$ cat config.mk
export PLATFORM = sky130hd
export DESIGN_NAME = index_to_mask_builder
export DESIGN_NICKNAME = d
export VERILOG_FILES = /design/src/rtl/index_to_mask_builder.sv
export SDC_FILE = /design/constraint.sdc
export NUM_CORES = 1
export LEC_CHECK = 0
export ABC_CLOCK_PERIOD_IN_PS = 2950
export CORE_ASPECT_RATIO = 0.8
export CORE_MARGIN = 10
export CORE_UTILIZATION = 49
export CTS_CLUSTER_DIAMETER = 30
export CTS_CLUSTER_SIZE = 12
export DETAILED_ROUTE_END_ITERATION = 16
export PLACE_DENSITY = 0.89
export SYNTH_ARGS = -nofsm -noshare
export SYNTH_HDL_FRONTEND = slang
export SYNTH_SLANG_ARGS = --single-unit
$ cat constraint.sdc
create_clock -name clk_in -period 2.95 [get_ports clk_in]
set_clock_uncertainty 0.2 [all_clocks]
set_input_delay 0.59 -clock clk_in [delete_from_list [all_inputs] [get_ports clk_in]]
set_output_delay 0.59 -clock clk_in [all_outputs]
set_load 0.005 [all_outputs]
$ cat src/rtl/index_to_mask_builder.sv
// Collects a stream of bit indices into a one-hot-ORed mask with a distinct-bit
// population count, then presents the finished mask downstream under valid/ready.
module index_to_mask_builder #(
  parameter int VECTOR_LENGTH = 32,
  parameter int INDEX_WIDTH   = 5
) (
  input  logic                     clk_in,
  input  logic                     reset_n_in,
  input  logic                     index_valid_in,
  input  logic [INDEX_WIDTH-1:0]   index_in,
  input  logic                     index_last_in,
  output logic                     index_ready_out,
  output logic                     mask_valid_out,
  output logic [VECTOR_LENGTH-1:0] mask_out,
  output logic [INDEX_WIDTH:0]     mask_count_out,
  output logic                     mask_error_out,
  input  logic                     mask_ready_in
);

  typedef enum logic [0:0] {
    COLLECT = 1'b0,
    PRESENT = 1'b1
  } state_e;

  localparam int CW = INDEX_WIDTH + 1;
  localparam logic [CW-1:0] VL = CW'(VECTOR_LENGTH);

  state_e                   state_q, state_d;
  logic [VECTOR_LENGTH-1:0] acc_q, acc_d;
  logic [CW-1:0]            count_q, count_d;
  logic                     err_q, err_d;

  logic                     in_range;
  logic [VECTOR_LENGTH-1:0] onehot;
  logic                     bit_is_new;

  assign in_range   = {1'b0, index_in} < VL;
  assign onehot     = in_range ? (VECTOR_LENGTH'(1) << index_in) : '0;
  assign bit_is_new = in_range && ((acc_q & onehot) == '0);

  // NOTE: every always_comb target gets a default first so no path leaves it
  // unassigned, which would otherwise infer a latch.
  always_comb begin
    state_d = state_q;
    acc_d   = acc_q;
    count_d = count_q;
    err_d   = err_q;
    unique case (state_q)
      COLLECT: begin
        if (index_valid_in) begin
          if (in_range) begin
            acc_d = acc_q | onehot;
            if (bit_is_new) count_d = count_q + CW'(1);
          end else begin
            err_d = 1'b1;
          end
          if (index_last_in) state_d = PRESENT;
        end
      end
      PRESENT: begin
        // Handshake frees the accumulator; the next mask starts from zero.
        if (mask_ready_in) begin
          state_d = COLLECT;
          acc_d   = '0;
          count_d = '0;
          err_d   = 1'b0;
        end
      end
      default: state_d = COLLECT;
    endcase
  end

  // NOTE: sequential state uses non-blocking assignments so all registers
  // update together from values sampled at the same edge.
  always_ff @(posedge clk_in) begin
    if (!reset_n_in) begin
      state_q <= COLLECT;
      acc_q   <= '0;
      count_q <= '0;
      err_q   <= 1'b0;
    end else begin
      state_q <= state_d;
      acc_q   <= acc_d;
      count_q <= count_d;
      err_q   <= err_d;
    end
  end

  // Outputs depend only on registers; payload reads zero while not valid.
  assign index_ready_out = (state_q == COLLECT);
  assign mask_valid_out  = (state_q == PRESENT);
  assign mask_out        = mask_valid_out ? acc_q   : '0;
  assign mask_count_out  = mask_valid_out ? count_q : '0;
  assign mask_error_out  = mask_valid_out & err_q;

endmodule
[Yosys cells after proc, flatten, opt, wreduce, memory -nomap -nowiden]
Cells that the tools add are included.
Storage, ports and cells
  bits in registers: 40
  input port bits: 10
  output and inout port bits: 41
  logic and storage cells: 32
Cells by class
  add/subtract/negate cells: 1
  equal/unequal tests: 3
  shift-type cells: 1
  multiplexer cells: 15
  bitwise logic cells: 4
  reduce and logical (&&, ||, !) cells: 4
Operators with widths (number)
  2-to-1 mux 32 bit: 3
  case mux 32 bit (2 select lines): 1
  AND 32 bit: 1
  zero test 32 bit: 1
  bitwise OR 32 bit: 1
  left shift 1 x 5 -> 32 bit (first input constant): 1
  2-to-1 mux 6 bit: 4
  case mux 6 bit (2 select lines): 1
  adder 6 x 1 -> 6 bit (second input constant): 1
  2-to-1 mux 1 bit: 5
  inequality test 2 bit (second input constant): 2
  AND reduction 2 bit: 2
  AND reduction 3 bit: 1
  inequality test 2 x 1 -> 1 bit (second input constant): 1
  case mux 1 bit (2 select lines): 1
  AND 1 bit: 1
  inverter 1 bit: 1

[Logic depth before layout (Yosys ltp)]
  word-level depth: 6
  mapped depth: 9
  mapped depth without buffers: 7

[Least setup slack after synthesis]
OpenSTA, ideal clock, no wires.
  path type: input to register
  start point: input port index_in[4]
  end point: register count_q[2]
  library setup time: 0.068 ns
  arrival: 2.190 ns
  data required time: 2.682 ns
  slack: 0.492 ns
  stages on the path: 8
  buffers on the path: 1
  cells stage by stage: buf_4 -> nor2b_4 -> a22oi_2 -> nor2_1 -> o41ai_4 -> nand3_2 -> or3b_1 -> a21oi_2
Between the ends
  cells in the longest elaborated chain, start to end: 5
Ends and longest elaborated chain
  start: declaration: line 10  | input logic [INDEX_WIDTH-1:0] index_in,
  left shift 1 x 5 -> 32 bit: line 38  | assign onehot = in_range ? (VECTOR_LENGTH'(1) << index_in) : '0;
  AND 32 bit: line 39  | assign bit_is_new = in_range && ((acc_q & onehot) == '0);
  zero test 32 bit: line 39
  inequality test 2 x 1 -> 1 bit (no line)
  AND reduction 3 bit (no line)
  end signal: assignment: line 84  | count_q <= count_d;
  end: declaration: line 30  | logic [CW-1:0] count_q, count_d;
No other way between the ends.
A chain may end at the register's enable or synchronous reset.

[Worst setup path after layout]
  start point: input port index_in[4]
  end point: register count_q[3]
Same word-level chain as after synthesis.

==> impl_metrics.toml <==
[clock_network]
cts_htree_levels = 2
cts_hold_buffers = 0
clk_latency_ps = 290
total_clock_sinks = 39
maximum_clock_path_buffer_count = 2
clock-root-buffer = "sky130_fd_sc_hd__clkbuf_8"
tritoncts = "yes"
clkTransAtPathRegs_ps = 70
cts-buffers-inserted = 5

[sta]
final_min_period_over_clock_period = 0.947
min_period_ps = 2790
tightest_slew_ps = 581
max_freq_mhz = 358
timing.slew.headroom = 0.612
worst_hold_slack_ps = 294
grt_setup_unrepaired = "false"
final_hold_vio_count = 0
slew_violations = 0
final.setup.worst_slack_ps = 156
timing.final.setup_violations = 0

[run]
cap_violations = 0

[power]
seq_power_share = 0.535
netSwitchingFraction = 0.254
clock_power_share = 0.312
switching_power_mw = 0.261
leak_pwr_nw = 1.13
pwr-share-comb = 0.153
p_per_area_nw_per_um2 = 353
max-vdd-ir-drop_mv = 0.257
power_report.internal_total_mw = 0.766

[worst_setup_path]
endpoint_kind = "flip-flop"
critical_path_required_ps = 2910
critical_path.reg2reg.startpoint = "mask_valid_out"
path_class = "primary input to flip-flop"
crit_arrival_ps = 2750
timing.reg2reg.worst_path_depth = 7
rr_endpoint = "count_q[4]"
worst-r2r-setup-slack_ps = 560
critPathLaunchType = "primary input"
worst-path-max-fanout = 8

[synthesis]
synth_edf_count = 0
synth-async-reset-ratio = 0
synthesis.instances = 265
synthFlopType = "sky130_fd_sc_hd__dfxtp_1"
syn-cell-area_um2 = 2100
yosys.cell_types.count = 50
seq_area_frac_synth = 0.372
synth-warning-count = 0
avgSynthCellArea_um2 = 7.92
synthesis.nets = 276
synth_seq_cells = 39

[cells_and_area]
share_of_final_layout_standard_cells_stronger_than_drive_strength_1 = 0.143
areaGrowthSynthToFinish_pct = 38.7
design.final.nets = 347
insertedDiodeCount = 0

[floorplan]
die_y_um = 78.5
core.rowCount = 21
fp.dieArea_um2 = 7320
start_util = 0.506
top_ports = 51
core-area_um2 = 4150
die_w_um = 93.2

[place]
routabilityCongestion = 0.924
dpl_worst_slack_ps = -198
io_buffer_count = 49
hpwl_mm = 4.60

[route]
drt_first_iter_violations = 201
drt-total-wl_mm = 6.14
dr_total_vias = 2175
dr_wl_cell_um = 15.7
firstDrtPassIters = 5
vias_per_cell = 5.55
drc = 0
route.antenna.remaining_nets = 0

[grt]
grt_first_pass_wirelength_mm = 10.2
globalRouteTotalUtil = 0.168
globalRouteOverflowTotal = 0
grt_start_max_net_pins = 46
first_global_vias = 2018
grt_antenna_before_repair = 0

[status]
run_status = "completed"

[worst_hold_path]
worst_hold_path_startpoint = "acc_q[6]"
min_delay_worst_endpoint = "acc_q[6]"
hold_path_depth = 2
hp-class = "flip-flop to flip-flop"
[logic make-up (layout without fill, tap and decap cells)]
| family | Yosys count | count (layout) | share of synthesized area |
|---|---|---|---|
| simple gates | 136 | 136 | 0.349 |
| compound gates | 60 | 60 | 0.193 |
| flops | 39 | 39 | 0.372 |
| buf+inv | 22 | 92 | 0.0495 |
| mux | 6 | 6 | 0.0298 |
| fa+ha+maj | 1 | 1 | 0.00596 |
| other cells | 1 | 1 | 0.00179 |
[cells in the final DEF (no fill, tap or decap), types with 2 or more instances in the layout]
cell type / count
sky130_fd_sc_hd__and3_1: 3
sky130_fd_sc_hd__nand3_1: 7
sky130_fd_sc_hd__nor2_1: 42
sky130_fd_sc_hd__clkdlybuf4s50_1: 48
sky130_fd_sc_hd__buf_4: 33
sky130_fd_sc_hd__nand2_1: 16
sky130_fd_sc_hd__a31oi_1: 13
sky130_fd_sc_hd__a21oi_1: 27
sky130_fd_sc_hd__and2_1: 39
sky130_fd_sc_hd__nor2b_1: 7
sky130_fd_sc_hd__o21ai_0: 2
sky130_fd_sc_hd__o221ai_1: 2
sky130_fd_sc_hd__mux2i_1: 4
sky130_fd_sc_hd__nand4_1: 3
sky130_fd_sc_hd__a41oi_1: 2
sky130_fd_sc_hd__dfxtp_1: 38
sky130_fd_sc_hd__nand4b_1: 2
sky130_fd_sc_hd__clkbuf_8: 5
sky130_fd_sc_hd__inv_1: 3
sky130_fd_sc_hd__nand2b_1: 4
sky130_fd_sc_hd__nor3b_1: 2
[power by group through the flow]
stage / Clock (mW) / Sequential [mW] / Combinational [mW]
3_3_place_gp: 0 / 0.561 / 0.143
2_1_floorplan: 0 / 0.551 / 0.0854
6_report: 0.321 / 0.550 / 0.157
4_1_cts: 0.323 / 0.550 / 0.147
5_1_grt: 0.343 / 0.553 / 0.168
3_5_place_dp: 0 / 0.561 / 0.145
[registers in the layout, summed over array words and instances, names as in the netlist]
signal,count
mask_valid_out,1
acc_q,32
count_q,6
[final cells by class]
type | instances | area, um^2
Tap cell | 57 | 71.3
Inverter | 3 | 11.3
Sequential cell | 39 | 782
Clock buffer | 6 | 72.6
Timing Repair Buffer | 83 | 752
Multi-Input combinational cell | 204 | 1220
Fill cell | 361 | 1240
[worst max-delay path: stages]
cell and delay [ps]:
sky130_fd_sc_hd__clkdlybuf4s50_1 520, sky130_fd_sc_hd__nor2b_1 260, sky130_fd_sc_hd__buf_4 200, sky130_fd_sc_hd__and3_1 190, sky130_fd_sc_hd__o41ai_4 310, sky130_fd_sc_hd__nand3_2 190
sky130_fd_sc_hd__buf_4 180, sky130_fd_sc_hd__o2111ai_1 200, sky130_fd_sc_hd__o41ai_1 120
[routing by layer]
| layer | share of wire | GRT usage |
|---|---|---|
| met2 | 0.45 | 0.259 |
| met3 | 0.089 | 0.0542 |
| met5 | 0 | 0 |
| met1 | 0.44 | 0.215 |
| met4 | 0.015 | 0.0569 |
[per-stage QoR]
| stage | area, um^2 | TNS (ps) | utilization | power (mW) | instances |
|---|---|---|---|---|---|
| 6_report | 2910 | 0 | 0.702 | 1.03 | 392 |
| 5_1_grt | 2910 | 0 | 0.702 | 1.06 | 392 |
| 4_1_cts | 2860 | 0 | 0.689 | 1.02 | 387 |
| 3_5_place_dp | 2790 | -597 | 0.671 | 0.707 | 381 |
| 3_3_place_gp | 2790 | -194 | 0.671 | 0.704 | 381 |
| 2_1_floorplan | 2100 | 0 | - | 0.636 | 265 |
[how the worst max path moves through the flow]
stage / from / to / cells past startpoint
global route: index_in[4] / count_q[1] / 9
floorplan: index_in[4] / count_q[2] / 8
finish: index_in[4] / count_q[3] / 9
detailed placement: index_in[1] / count_q[2] / 9
CTS: mask_valid_out / mask_out[18] / 2
global placement: index_in[1] / count_q[4] / 8
[synth_stat cells (2+ instances only)]
| cell type | count | area [um^2] |
|---|---|---|
| sky130_fd_sc_hd__nor2_1 | 42 | 158 |
| sky130_fd_sc_hd__and2_1 | 39 | 244 |
| sky130_fd_sc_hd__dfxtp_1 | 39 | 781 |
| sky130_fd_sc_hd__a21oi_1 | 27 | 135 |
| sky130_fd_sc_hd__nand2_1 | 16 | 60.1 |
| sky130_fd_sc_hd__a31oi_1 | 13 | 81.3 |
| sky130_fd_sc_hd__clkbuf_1 | 11 | 41.3 |
| sky130_fd_sc_hd__nand3_1 | 7 | 35.0 |
| sky130_fd_sc_hd__nor2b_1 | 7 | 43.8 |
| sky130_fd_sc_hd__buf_2 | 5 | 25.0 |
| sky130_fd_sc_hd__mux2i_1 | 4 | 40.0 |
| sky130_fd_sc_hd__nand2b_1 | 4 | 25.0 |
| sky130_fd_sc_hd__and3_1 | 3 | 18.8 |
| sky130_fd_sc_hd__inv_1 | 3 | 11.3 |
| sky130_fd_sc_hd__nand4_1 | 3 | 18.8 |
| sky130_fd_sc_hd__o21ai_0 | 3 | 15.0 |
| sky130_fd_sc_hd__a41oi_1 | 2 | 17.5 |
| sky130_fd_sc_hd__buf_4 | 2 | 15.0 |
| sky130_fd_sc_hd__nand4b_1 | 2 | 17.5 |
| sky130_fd_sc_hd__nor3b_1 | 2 | 15.0 |
| sky130_fd_sc_hd__o221ai_1 | 2 | 17.5 |
[what timing repair did]
| action | in CTS | in global routing |
|---|---|---|
| resized for setup | 0 | 5 |
| buffers inserted | 0 | 5 |
| setup endpoints to repair | 0 | 46 |
No activity file was read; power rests on OpenSTA's default activity.
